==> config.mk <==
export PLATFORM = sky130hd
export DESIGN_NAME = ahb_slave_pipe_flat
export DESIGN_NICKNAME = d
export VERILOG_FILES = /design/src/rtl/ahb_slave_pipe_if.sv /design/src/rtl/ahb_slave_pipe.sv /design/src/flat_wrapper.sv
export SDC_FILE = /design/constraint.sdc
export NUM_CORES = 1
export LEC_CHECK = 0
export CAP_MARGIN = 20
export CORE_UTILIZATION = 30
export DETAILED_ROUTE_END_ITERATION = 8
export GPL_ROUTABILITY_DRIVEN = 0
export PLACE_DENSITY = 0.59
export SETUP_SLACK_MARGIN = 0.2
export SYNTH_ARGS = -nofsm -noshare
export SYNTH_HDL_FRONTEND = slang
export SYNTH_SLANG_ARGS = --single-unit
==> constraint.sdc <==
create_clock -name Hclk -period 6.2 [get_ports Hclk]
set_clock_uncertainty 0.1 [all_clocks]
set_input_delay 0.93 -clock Hclk [delete_from_list [all_inputs] [get_ports Hclk]]
set_output_delay 0.93 -clock Hclk [all_outputs]
set_load 0.02 [all_outputs]
==> src/rtl/ahb_slave_pipe_if.sv <==
// AHB slave-side bundle between the master model and the bridge front end.
// The slave modport is the bridge's view; the master modport drives the AHB inputs.
interface ahb_slave_pipe_if #(
    parameter int AW = 32,
    parameter int DW = 32
);
    logic [AW-1:0] Haddr;
    logic [DW-1:0] Hwdata;
    logic          Hwrite;
    logic [1:0]    Htrans;
    logic          Hreadyin;
    logic          apb_busy;
    logic          Hreadyout;
    logic [1:0]    Hresp;
    logic          valid;
    logic [2:0]    tempselx;
    logic [AW-1:0] Haddr1;
    logic [AW-1:0] Haddr2;
    logic [DW-1:0] Hwdata1;
    logic [DW-1:0] Hwdata2;
    logic          Hwrite_reg;
    logic          Hwrite_reg1;

    modport slave (
        input  Haddr, Hwdata, Hwrite, Htrans, Hreadyin, apb_busy,
        output Hreadyout, Hresp, valid, tempselx,
        output Haddr1, Haddr2, Hwdata1, Hwdata2, Hwrite_reg, Hwrite_reg1
    );

    modport master (
        output Haddr, Hwdata, Hwrite, Htrans, Hreadyin, apb_busy,
        input  Hreadyout, Hresp, valid, tempselx,
        input  Haddr1, Haddr2, Hwdata1, Hwdata2, Hwrite_reg, Hwrite_reg1
    );
endinterface

==> src/rtl/ahb_slave_pipe.sv <==
// AHB front end: decodes the address into one of three APB selects and pipelines the transfer.
// Latency: valid/tempselx/Haddr1 one cycle after the address phase; Haddr2/Hwdata1 one cycle later.
// Backpressure: Hreadyout follows ~apb_busy in OKAY; an unmapped access forces a two-cycle ERROR response.
module ahb_slave_pipe #(
    parameter int            AW    = 32,
    parameter int            DW    = 32,
    parameter logic [AW-1:0] BASE0 = 32'h8000_0000,
    parameter logic [AW-1:0] BASE1 = 32'h8400_0000,
    parameter logic [AW-1:0] BASE2 = 32'h8800_0000,
    parameter logic [AW-1:0] RSIZE = 32'h0400_0000
) (
    input  logic               Hclk,
    input  logic               Hresetn,
    ahb_slave_pipe_if.slave    bus
);
    localparam logic [AW-1:0] END0 = BASE0 + RSIZE;
    localparam logic [AW-1:0] END1 = BASE1 + RSIZE;
    localparam logic [AW-1:0] END2 = BASE2 + RSIZE;

    typedef enum logic [1:0] {OKAY, ERR1, ERR2} state_t;

    state_t        state;
    logic [1:0]    hresp_q;
    logic          valid_q;
    logic [2:0]    selx_q;
    logic [AW-1:0] addr1_q, addr2_q;
    logic [DW-1:0] wdata1_q, wdata2_q;
    logic          write1_q, write2_q;

    logic [2:0]    sel;
    logic          act;
    logic          vld_nxt;

    always_comb begin
        sel = 3'b000;
        if (bus.Haddr >= BASE0 && bus.Haddr < END0)
            sel = 3'b001;
        else if (bus.Haddr >= BASE1 && bus.Haddr < END1)
            sel = 3'b010;
        else if (bus.Haddr >= BASE2 && bus.Haddr < END2)
            sel = 3'b100;
    end

    assign act     = bus.Hreadyin & bus.Htrans[1];
    assign vld_nxt = act & (sel != 3'b000) & (state == OKAY);

    always_ff @(posedge Hclk or posedge Hresetn) begin
        if (Hresetn) begin
            state    <= OKAY;
            hresp_q  <= 2'b00;
            valid_q  <= 1'b0;
            selx_q   <= 3'b000;
            addr1_q  <= '0;
            addr2_q  <= '0;
            wdata1_q <= '0;
            wdata2_q <= '0;
            write1_q <= 1'b0;
            write2_q <= 1'b0;
        end else begin
            if (bus.Hreadyin) begin
                addr1_q  <= bus.Haddr;
                addr2_q  <= addr1_q;
                write1_q <= bus.Hwrite;
                write2_q <= write1_q;
                wdata1_q <= bus.Hwdata;
                wdata2_q <= wdata1_q;
            end
            valid_q <= vld_nxt;
            selx_q  <= vld_nxt ? sel : 3'b000;

            // ERR1/ERR2 ignore new requests; the master is expected to drive IDLE meanwhile
            case (state)
                OKAY: begin
                    if (act && sel == 3'b000) begin
                        state   <= ERR1;
                        hresp_q <= 2'b01;
                    end
                end
                ERR1: state <= ERR2;
                ERR2: begin
                    state   <= OKAY;
                    hresp_q <= 2'b00;
                end
                default: begin
                    state   <= OKAY;
                    hresp_q <= 2'b00;
                end
            endcase
        end
    end

    // Hreadyout depends only on state and apb_busy, never on the incoming address
    assign bus.Hreadyout   = (state == ERR2) | ((state == OKAY) & ~bus.apb_busy);
    assign bus.Hresp       = hresp_q;
    assign bus.valid       = valid_q;
    assign bus.tempselx    = selx_q;
    assign bus.Haddr1      = addr1_q;
    assign bus.Haddr2      = addr2_q;
    assign bus.Hwdata1     = wdata1_q;
    assign bus.Hwdata2     = wdata2_q;
    assign bus.Hwrite_reg  = write1_q;
    assign bus.Hwrite_reg1 = write2_q;
endmodule

==> src/flat_wrapper.sv <==
// flat-port wrapper written by rule: the top's interface ports become plain ports
module ahb_slave_pipe_flat 
#(
    parameter int            AW    = 32,
    parameter int            DW    = 32,
    parameter logic [AW-1:0] BASE0 = 32'h8000_0000,
    parameter logic [AW-1:0] BASE1 = 32'h8400_0000,
    parameter logic [AW-1:0] BASE2 = 32'h8800_0000,
    parameter logic [AW-1:0] RSIZE = 32'h0400_0000
)
  (Hclk, Hresetn, bus_Haddr, bus_Hwdata, bus_Hwrite, bus_Htrans, bus_Hreadyin, bus_apb_busy, bus_Hreadyout, bus_Hresp, bus_valid, bus_tempselx, bus_Haddr1, bus_Haddr2, bus_Hwdata1, bus_Hwdata2, bus_Hwrite_reg, bus_Hwrite_reg1);
  ahb_slave_pipe_if #(.AW(AW), .DW(DW)) bus_i ();
  input  logic Hclk;
  input  logic Hresetn;
  input wire logic [$bits(bus_i.Haddr)-1:0] bus_Haddr;
  input wire logic [$bits(bus_i.Hwdata)-1:0] bus_Hwdata;
  input wire logic [$bits(bus_i.Hwrite)-1:0] bus_Hwrite;
  input wire logic [$bits(bus_i.Htrans)-1:0] bus_Htrans;
  input wire logic [$bits(bus_i.Hreadyin)-1:0] bus_Hreadyin;
  input wire logic [$bits(bus_i.apb_busy)-1:0] bus_apb_busy;
  output wire logic [$bits(bus_i.Hreadyout)-1:0] bus_Hreadyout;
  output wire logic [$bits(bus_i.Hresp)-1:0] bus_Hresp;
  output wire logic [$bits(bus_i.valid)-1:0] bus_valid;
  output wire logic [$bits(bus_i.tempselx)-1:0] bus_tempselx;
  output wire logic [$bits(bus_i.Haddr1)-1:0] bus_Haddr1;
  output wire logic [$bits(bus_i.Haddr2)-1:0] bus_Haddr2;
  output wire logic [$bits(bus_i.Hwdata1)-1:0] bus_Hwdata1;
  output wire logic [$bits(bus_i.Hwdata2)-1:0] bus_Hwdata2;
  output wire logic [$bits(bus_i.Hwrite_reg)-1:0] bus_Hwrite_reg;
  output wire logic [$bits(bus_i.Hwrite_reg1)-1:0] bus_Hwrite_reg1;
  assign bus_i.Haddr = bus_Haddr;
  assign bus_i.Hwdata = bus_Hwdata;
  assign bus_i.Hwrite = bus_Hwrite;
  assign bus_i.Htrans = bus_Htrans;
  assign bus_i.Hreadyin = bus_Hreadyin;
  assign bus_i.apb_busy = bus_apb_busy;
  assign bus_Hreadyout = bus_i.Hreadyout;
  assign bus_Hresp = bus_i.Hresp;
  assign bus_valid = bus_i.valid;
  assign bus_tempselx = bus_i.tempselx;
  assign bus_Haddr1 = bus_i.Haddr1;
  assign bus_Haddr2 = bus_i.Haddr2;
  assign bus_Hwdata1 = bus_i.Hwdata1;
  assign bus_Hwdata2 = bus_i.Hwdata2;
  assign bus_Hwrite_reg = bus_i.Hwrite_reg;
  assign bus_Hwrite_reg1 = bus_i.Hwrite_reg1;
  ahb_slave_pipe #(.AW(AW), .DW(DW), .BASE0(BASE0), .BASE1(BASE1), .BASE2(BASE2), .RSIZE(RSIZE)) u_core (.Hclk(Hclk), .Hresetn(Hresetn), .bus(bus_i));
endmodule
* Yosys cells after proc, flatten, opt, wreduce, memory -nomap -nowiden *
Cells that the tools add are included.

storage, ports and cells
  bits of input ports = 71
  register bits = 138
  logic and storage cells = 41

operators by class
  equality and inequality tests = 3
  $lt $le $gt $ge = 6
  reductions and logical operators = 8
  muxes and demuxes = 7
  bitwise operators = 7

operator list
  cell                                                       number
  greater-or-equal comparator 32 bit, second input constant  3
  less-than comparator 32 bit, second input constant         3
  two-way mux 3 bit                                          4
  case mux 2 bit (2 select lines)                            2
  AND 1 bit                                                  4
  logical AND 1 bit                                          4
  zero test 3 bit                                            1
  nonzero test 3 bit                                         1
  == test 2 x 1 -> 1 bit, second input constant              1
  == test 2 bit, second input constant                       1
  zero test 2 bit                                            1
  two-way mux 2 bit                                          1
  != test 2 bit, second input constant                       1
  inverter 1 bit                                             2
  AND reduction 2 bit                                        1
  OR 1 bit                                                   1

* Longest topological paths before layout *
Gate-level depths: netlist of run 1.

  depth after elaboration = 9
  gate-level depth with buffers = 4

* Least setup slack after synthesis of run 1 *
Ideal clock, no wire load.

  kind = input to output
  start point = in bus_apb_busy
  end point = out bus_Hreadyout
  path slack = 3.881 ns
  stages = 1
  buffers on the path = 0
  arrival time = 1.289 ns
  required time = 5.170 ns
  cells stage by stage = a21oi_1

on the way
  cells in the longest elaborated chain, start to end = 3

RTL lines
  what            line                  text
  from (decl)     flat_wrapper.sv:20    input wire logic [$bits(bus_i.apb_busy)-1:0] bus_apb_busy;
  inverter 1 bit  ahb_slave_pipe.sv:93  assign bus.Hreadyout = (state == ERR2) | ((state == OKAY) & ~bus.apb_busy);
  AND 1 bit       ahb_slave_pipe.sv:93
  OR 1 bit        ahb_slave_pipe.sv:93
  to (decl)       flat_wrapper.sv:21    output wire logic [$bits(bus_i.Hreadyout)-1:0] bus_Hreadyout;

Every way passes these cells.

* Worst setup path in the final report of run 1 *
Same ends and word-level chain as after synthesis.

==> out/summary.txt, run 1 <==
status: completed
initial antenna violation count: 0
Synth Warn #: 0
drt wl/cell: 16.3 µm
IO Count: 208
IO buf count: 205
leakage: 3.71 nW
total negative slack: 0 ns
most common cell after layout, fill and taps aside: clkdlybuf4s50_1
Worst R2R Setup Slack: 4.89 ns
slowest CP cell: clkdlybuf4s50_1
critical-path cell list: clkdlybuf4s50_1 > a21oi_1 > clkdlybuf4s50_1
dpl ws: 3.09 ns
area of the mapped netlist: 5530 µm²
total gr overflow: 0
Slew HR: 0.456
Post-CTS Resized: 0
WL final: 12300 µm
syn nets: 369
most used cell, CP: clkdlybuf4s50_1
critical path type: input port to output port
worst slew pin tran: 0.816 ns
postcts setup bufs: 0
CP max FO: 1
HPWL after detailed placement: 8210 µm
CTS tree: yes
fmax: 320 MHz
Clock Tree Buf Depth: 2
Vias: 3271
critical path capture point type: output port
HP Class: register to register
H-tree depth: 4
Seq/Total Area, Yosys: 0.620
die area: 19000 µm²
die width: 138 µm
Post-Synth Adder-Cell Area: 0
CTS buffer count: 17
total power: 2.79 mW
CP Launch Type: input port
hold violation count in the final report: 0
layout cells sized above 1: 0.324
Clk Latency, worst-skew pair: 0.41 ns
Area Overhead vs Synth: 51.6%
hold_buf cts: 0
fin crit share: 0.503
cell row count: 49
post-synthesis mux area share: 0.333
Distinct cells, synth: 18
number of global-route vias before repair: 3523
min cycle time layout: 3.12 ns
first-pass GRT wire length: 19300 µm
ANT cells: 0
setup slack after layout: 3.08 ns
final setup fails: 0
max-slew violations: 0
CTS sink cnt: 137
Initial Util: 0.307
Power Dens Cells: 333 nW/µm²
Synth Area per Inst: 18.6 µm²
gr usage total: 0.135
Final ANT Viol Nets: 0
vias per cell: 4.36
CP peak stage delay: 0.62 ns
Yosys reg bits: 137
Fill cells: 1586
clock-pin slew on the worst setup and hold paths: 0.05 ns
WHS: 0.367 ns
largest family of logic cells by synthesized area: multiplexers
Synth Area in XOR/XNOR: 0
1st-iter DRT viols: 95
largest net degree at the start of global routing: 79
RSZ-0062 raised after global routing: no
post-synthesis compound-gate area fraction: 0.00453
Simple-Gate Fraction of Synth Area: 0.0134
clock root buffer: clkbuf_16
Arrival @ worst endpoint: 2.09 ns
max cap viols: 0
Pre-antenna DRT Iters: 4
Remaining DRCs: 0
VDD IR max: 0.221 mV
CORE AREA: 18000 µm²
synthesized instance count: 298
Die Height: 138 µm
Layout Nets: 580
Worst EP required: 5.17 ns
most frequent cells in the layout: clkdlybuf4s50_1, dfrtp_1, mux2_4
[per-layer routing]
metal  track usage  wire length [µm]  up-vias
li1              -                 -     1468
met4        0.0525               149        0
met5             0                 0        -
met2         0.207              5810      118
met3        0.0581              1050       12
met1         0.165              5240     1673
[logic make-up (layout without fill, tap and decap cells)]
logic type	after synthesis	count (layout)
muxes	130	130
buffers and inverters	18	242
DFF	137	137
AOI/OAI and AO/OA	3	3
and+or+nand+nor	9	9
other	1	1
[where the power goes]
group	internal, mW	switching (mW)	total, mW
clock	0.705	0.382	1.09
combinational	0.360	0.267	0.627
sequential	1.00	0.0720	1.08
[Yosys cell counts (all sizes together)]
cell | count | share of area
a21boi | 1 | 0.0020
a21oi | 1 | 0.00090
buf | 16 | 0.027
conb | 1 | 0.00068
dfrtp | 137 | 0.62
inv | 2 | 0.0014
mux2 | 130 | 0.33
nand2b | 1 | 0.0011
nand4bb | 1 | 0.0029
nor2 | 1 | 0.00068
nor2b | 2 | 0.0023
nor3 | 1 | 0.00090
nor3b | 2 | 0.0027
nor4b | 1 | 0.0027
o2bb2ai | 1 | 0.0016
[worst max-delay path: cells and delay by family]
| kind | cells | cell delay (ns) |
|---|---|---|
| compound gates | 1 | 0.14 |
| buf+inv | 2 | 1.02 |
[final cells by class]
type / instances / area (µm²) / area share
clock buffer: 21 / 470 / 0.0561
clock inverter: 11 / 168 / 0.0200
inverter: 2 / 12.5 / 0.00149
multi-input combinational: 143 / 1940 / 0.232
sequential: 137 / 3430 / 0.409
tap: 229 / 287 / 0.0342
timing repair buffer: 208 / 2080 / 0.248
[path summary, 6_finish.rpt]
| path | startpoint | to | cells past startpoint |
|---|---|---|---|
| setup / recovery | bus_apb_busy | bus_Hreadyout | 3 |
| hold / removal | u_core.state[1] | u_core.state[1] | 1 |
| setup reg to reg | u_core.state[1] | u_core.bus.tempselx[2] | 3 |
| hold reg to reg | u_core.state[1] | u_core.state[1] | 1 |
| max in group asynchronous | Hresetn | u_core.bus.Haddr2[15] | 3 |
| min in group asynchronous | Hresetn | u_core.bus.Haddr1[13] | 2 |
[stage by stage]
stage          utilization  std cells  area, µm²
6_report             0.465        751       8380
5_1_grt              0.465        751       8380
4_1_cts              0.465        751       8380
3_5_place_dp         0.430        719       7740
3_3_place_gp         0.430        719       7740
2_1_floorplan            -        298       5530
Note: power is estimated with default switching activity, not from simulation.
==> run 2, diff against run 1 <==
==> constraint.sdc (replaced) <==
create_clock -name Hclk -period 3.01 [get_ports Hclk]
set_clock_uncertainty 0.1 [all_clocks]
set_input_delay 0.4515 -clock Hclk [delete_from_list [all_inputs] [get_ports Hclk]]
set_output_delay 0.4515 -clock Hclk [all_outputs]
set_load 0.02 [all_outputs]
==> run 2 against run 1 <==
Effect of this change: sequential power is 110% higher; final area hardly changed; clock power is 87% higher.
==> out/summary.txt, run 2 (synthesis results as in run 1) <==
CP peak stage delay: 0.61 ns
Power Dens Cells: 661 nW/µm²
Die Height: 138 µm
setup slack after layout: 0.860 ns
clock-pin slew on the worst setup and hold paths: 0.06 ns
hold violation count in the final report: 0
Area Overhead vs Synth: 51.7%
IO buf count: 205
share of power burned in registers: 0.400
total negative slack: 0 ns
slowest CP cell: clkdlybuf4s50_1
worst slew pin tran: 0.554 ns
WL final: 12000 µm
Worst EP required: 2.46 ns
cell row count: 49
Remaining DRCs: 0
clock network fraction of total power: 0.367
die width: 138 µm
max-slew violations: 0
combinational power share: 0.233
die area: 19000 µm²
critical path type: input port to output port
initial antenna violation count: 0
drt wl/cell: 16.0 µm
most used cell, CP: clkdlybuf4s50_1
largest net degree at the start of global routing: 83
Vias: 3242
hold_buf cts: 0
HP Class: register to register
1st-iter DRT viols: 108
FF-to-FF Start: u_core.state[1]
vias per cell: 4.31
leakage: 3.71 nW
total power: 5.55 mW
H-tree depth: 4
total gr overflow: 0
fin crit share: 0.714
CP max FO: 1
layout cells sized above 1: 0.321
area of the multi-input gates: 1940 µm²
most common cell after layout, fill and taps aside: clkdlybuf4s50_1
ANT cells: 0
fmax: 465 MHz
r2r endpoint: u_core.bus.tempselx[2]
critical-path cell list: clkdlybuf4s50_1 > a21oi_1 > clkdlybuf4s50_1
final setup fails: 0
CTS buffer count: 17
first-pass GRT wire length: 18400 µm
worst hold path stage count: 1
Pre-antenna DRT Iters: 4
CP Launch Type: input port
Hold EP: u_core.state[1]
Final ANT Viol Nets: 0
register area: 3430 µm²
dpl ws: 0.846 ns
switching pwr: 1.46 mW
hold_sp: u_core.state[1]
CORE AREA: 18000 µm²
Clk Latency, worst-skew pair: 0.41 ns
HPWL after detailed placement: 8090 µm
IO Count: 208
Post-CTS Resized: 0
CTS tree: yes
Initial Util: 0.307
max cap viols: 0
most frequent cells in the layout: clkdlybuf4s50_1, dfrtp_1, mux2_4
Int Pwr: 4.09 mW
postcts setup bufs: 0
clock root buffer: clkbuf_16
critical path capture point type: output port
Arrival @ worst endpoint: 1.60 ns
R2R cell count: 3
min cycle time layout: 2.15 ns
Clock Tree Buf Depth: 2
gr usage total: 0.130
Worst R2R Setup Slack: 1.73 ns
sw frac: 0.262
RSZ-0062 raised after global routing: no
status: completed
VDD IR max: 0.464 mV
Fill cells: 1599
Layout Nets: 583
number of global-route vias before repair: 3459
CTS sink cnt: 137
Slew HR: 0.631
run 2: changes by cell type in the layout (fill, tap and decap cells not counted):
| cell | delta |
|---|---|
| clkbuf_1 | +2 |
| buf_4 | -1 |
| clkinvlp_4 | +1 |
| clkinv_2 | -1 |
| bufinv_16 | -2 |
| buf_12 | +4 |
| inv_6 | -2 |
run 2: layout make-up:
type | count | share of cell area
Timing Repair Buffer | 211 | 0.256
Clock buffer | 23 | 0.0570
Sequential cell | 137 | 0.409
Multi-Input combinational cell | 143 | 0.232
Tap cell | 229 | 0.0342
Clock inverter | 7 | 0.0112
Inverter | 2 | 0.00134
run 2: how the worst max path moves through the flow:
stage / start / end / slack (ns) / cells past startpoint
2_1_floorplan: Hresetn / u_core.bus.Haddr1[0] / 0.75 / 1
3_3_place_gp: bus_apb_busy / bus_Hreadyout / 0.82 / 3
3_5_place_dp: bus_apb_busy / bus_Hreadyout / 0.85 / 3
4_1_cts: bus_apb_busy / bus_Hreadyout / 0.85 / 3
5_1_grt: bus_apb_busy / bus_Hreadyout / 0.80 / 3
6_report: bus_apb_busy / bus_Hreadyout / 0.86 / 3
run 2: critical path: cells and delay by family:
family / cells / cell delay (ns)
buf+inv: 2 / 1.01
compound gates: 1 / 0.14
run 2: per-layer routing:
| layer | vias to the layer above | track usage | share of wire |
|---|---|---|---|
| li1 | 1468 | - | - |
| met1 | 1638 | 0.165 | 0.44 |
| met2 | 129 | 0.189 | 0.45 |
| met3 | 7 | 0.0673 | 0.095 |
| met4 | 0 | 0.0380 | 0.0082 |
| met5 | - | 0 | 0 |
run 2: through the flow:
step	cells	hold WS [ns]	instance area [µm²]	utilization
after floorplan	298	0.317	5530	-
after global placement	722	0.337	7820	0.434
after detailed placement	722	0.335	7820	0.434
after CTS	752	0.351	8390	0.465
after global routing	752	0.371	8390	0.465
final	752	0.347	8390	0.465
run 2: power by group through the flow:
stage               sequential, mW  clock, mW  combinational (mW)
detailed placement            2.25          0                1.31
CTS                           2.22       2.11                1.31
global route                  2.25       2.19                1.37
global placement              2.24          0                1.30
finish                        2.22       2.04                1.29
floorplan                     2.50          0               0.411
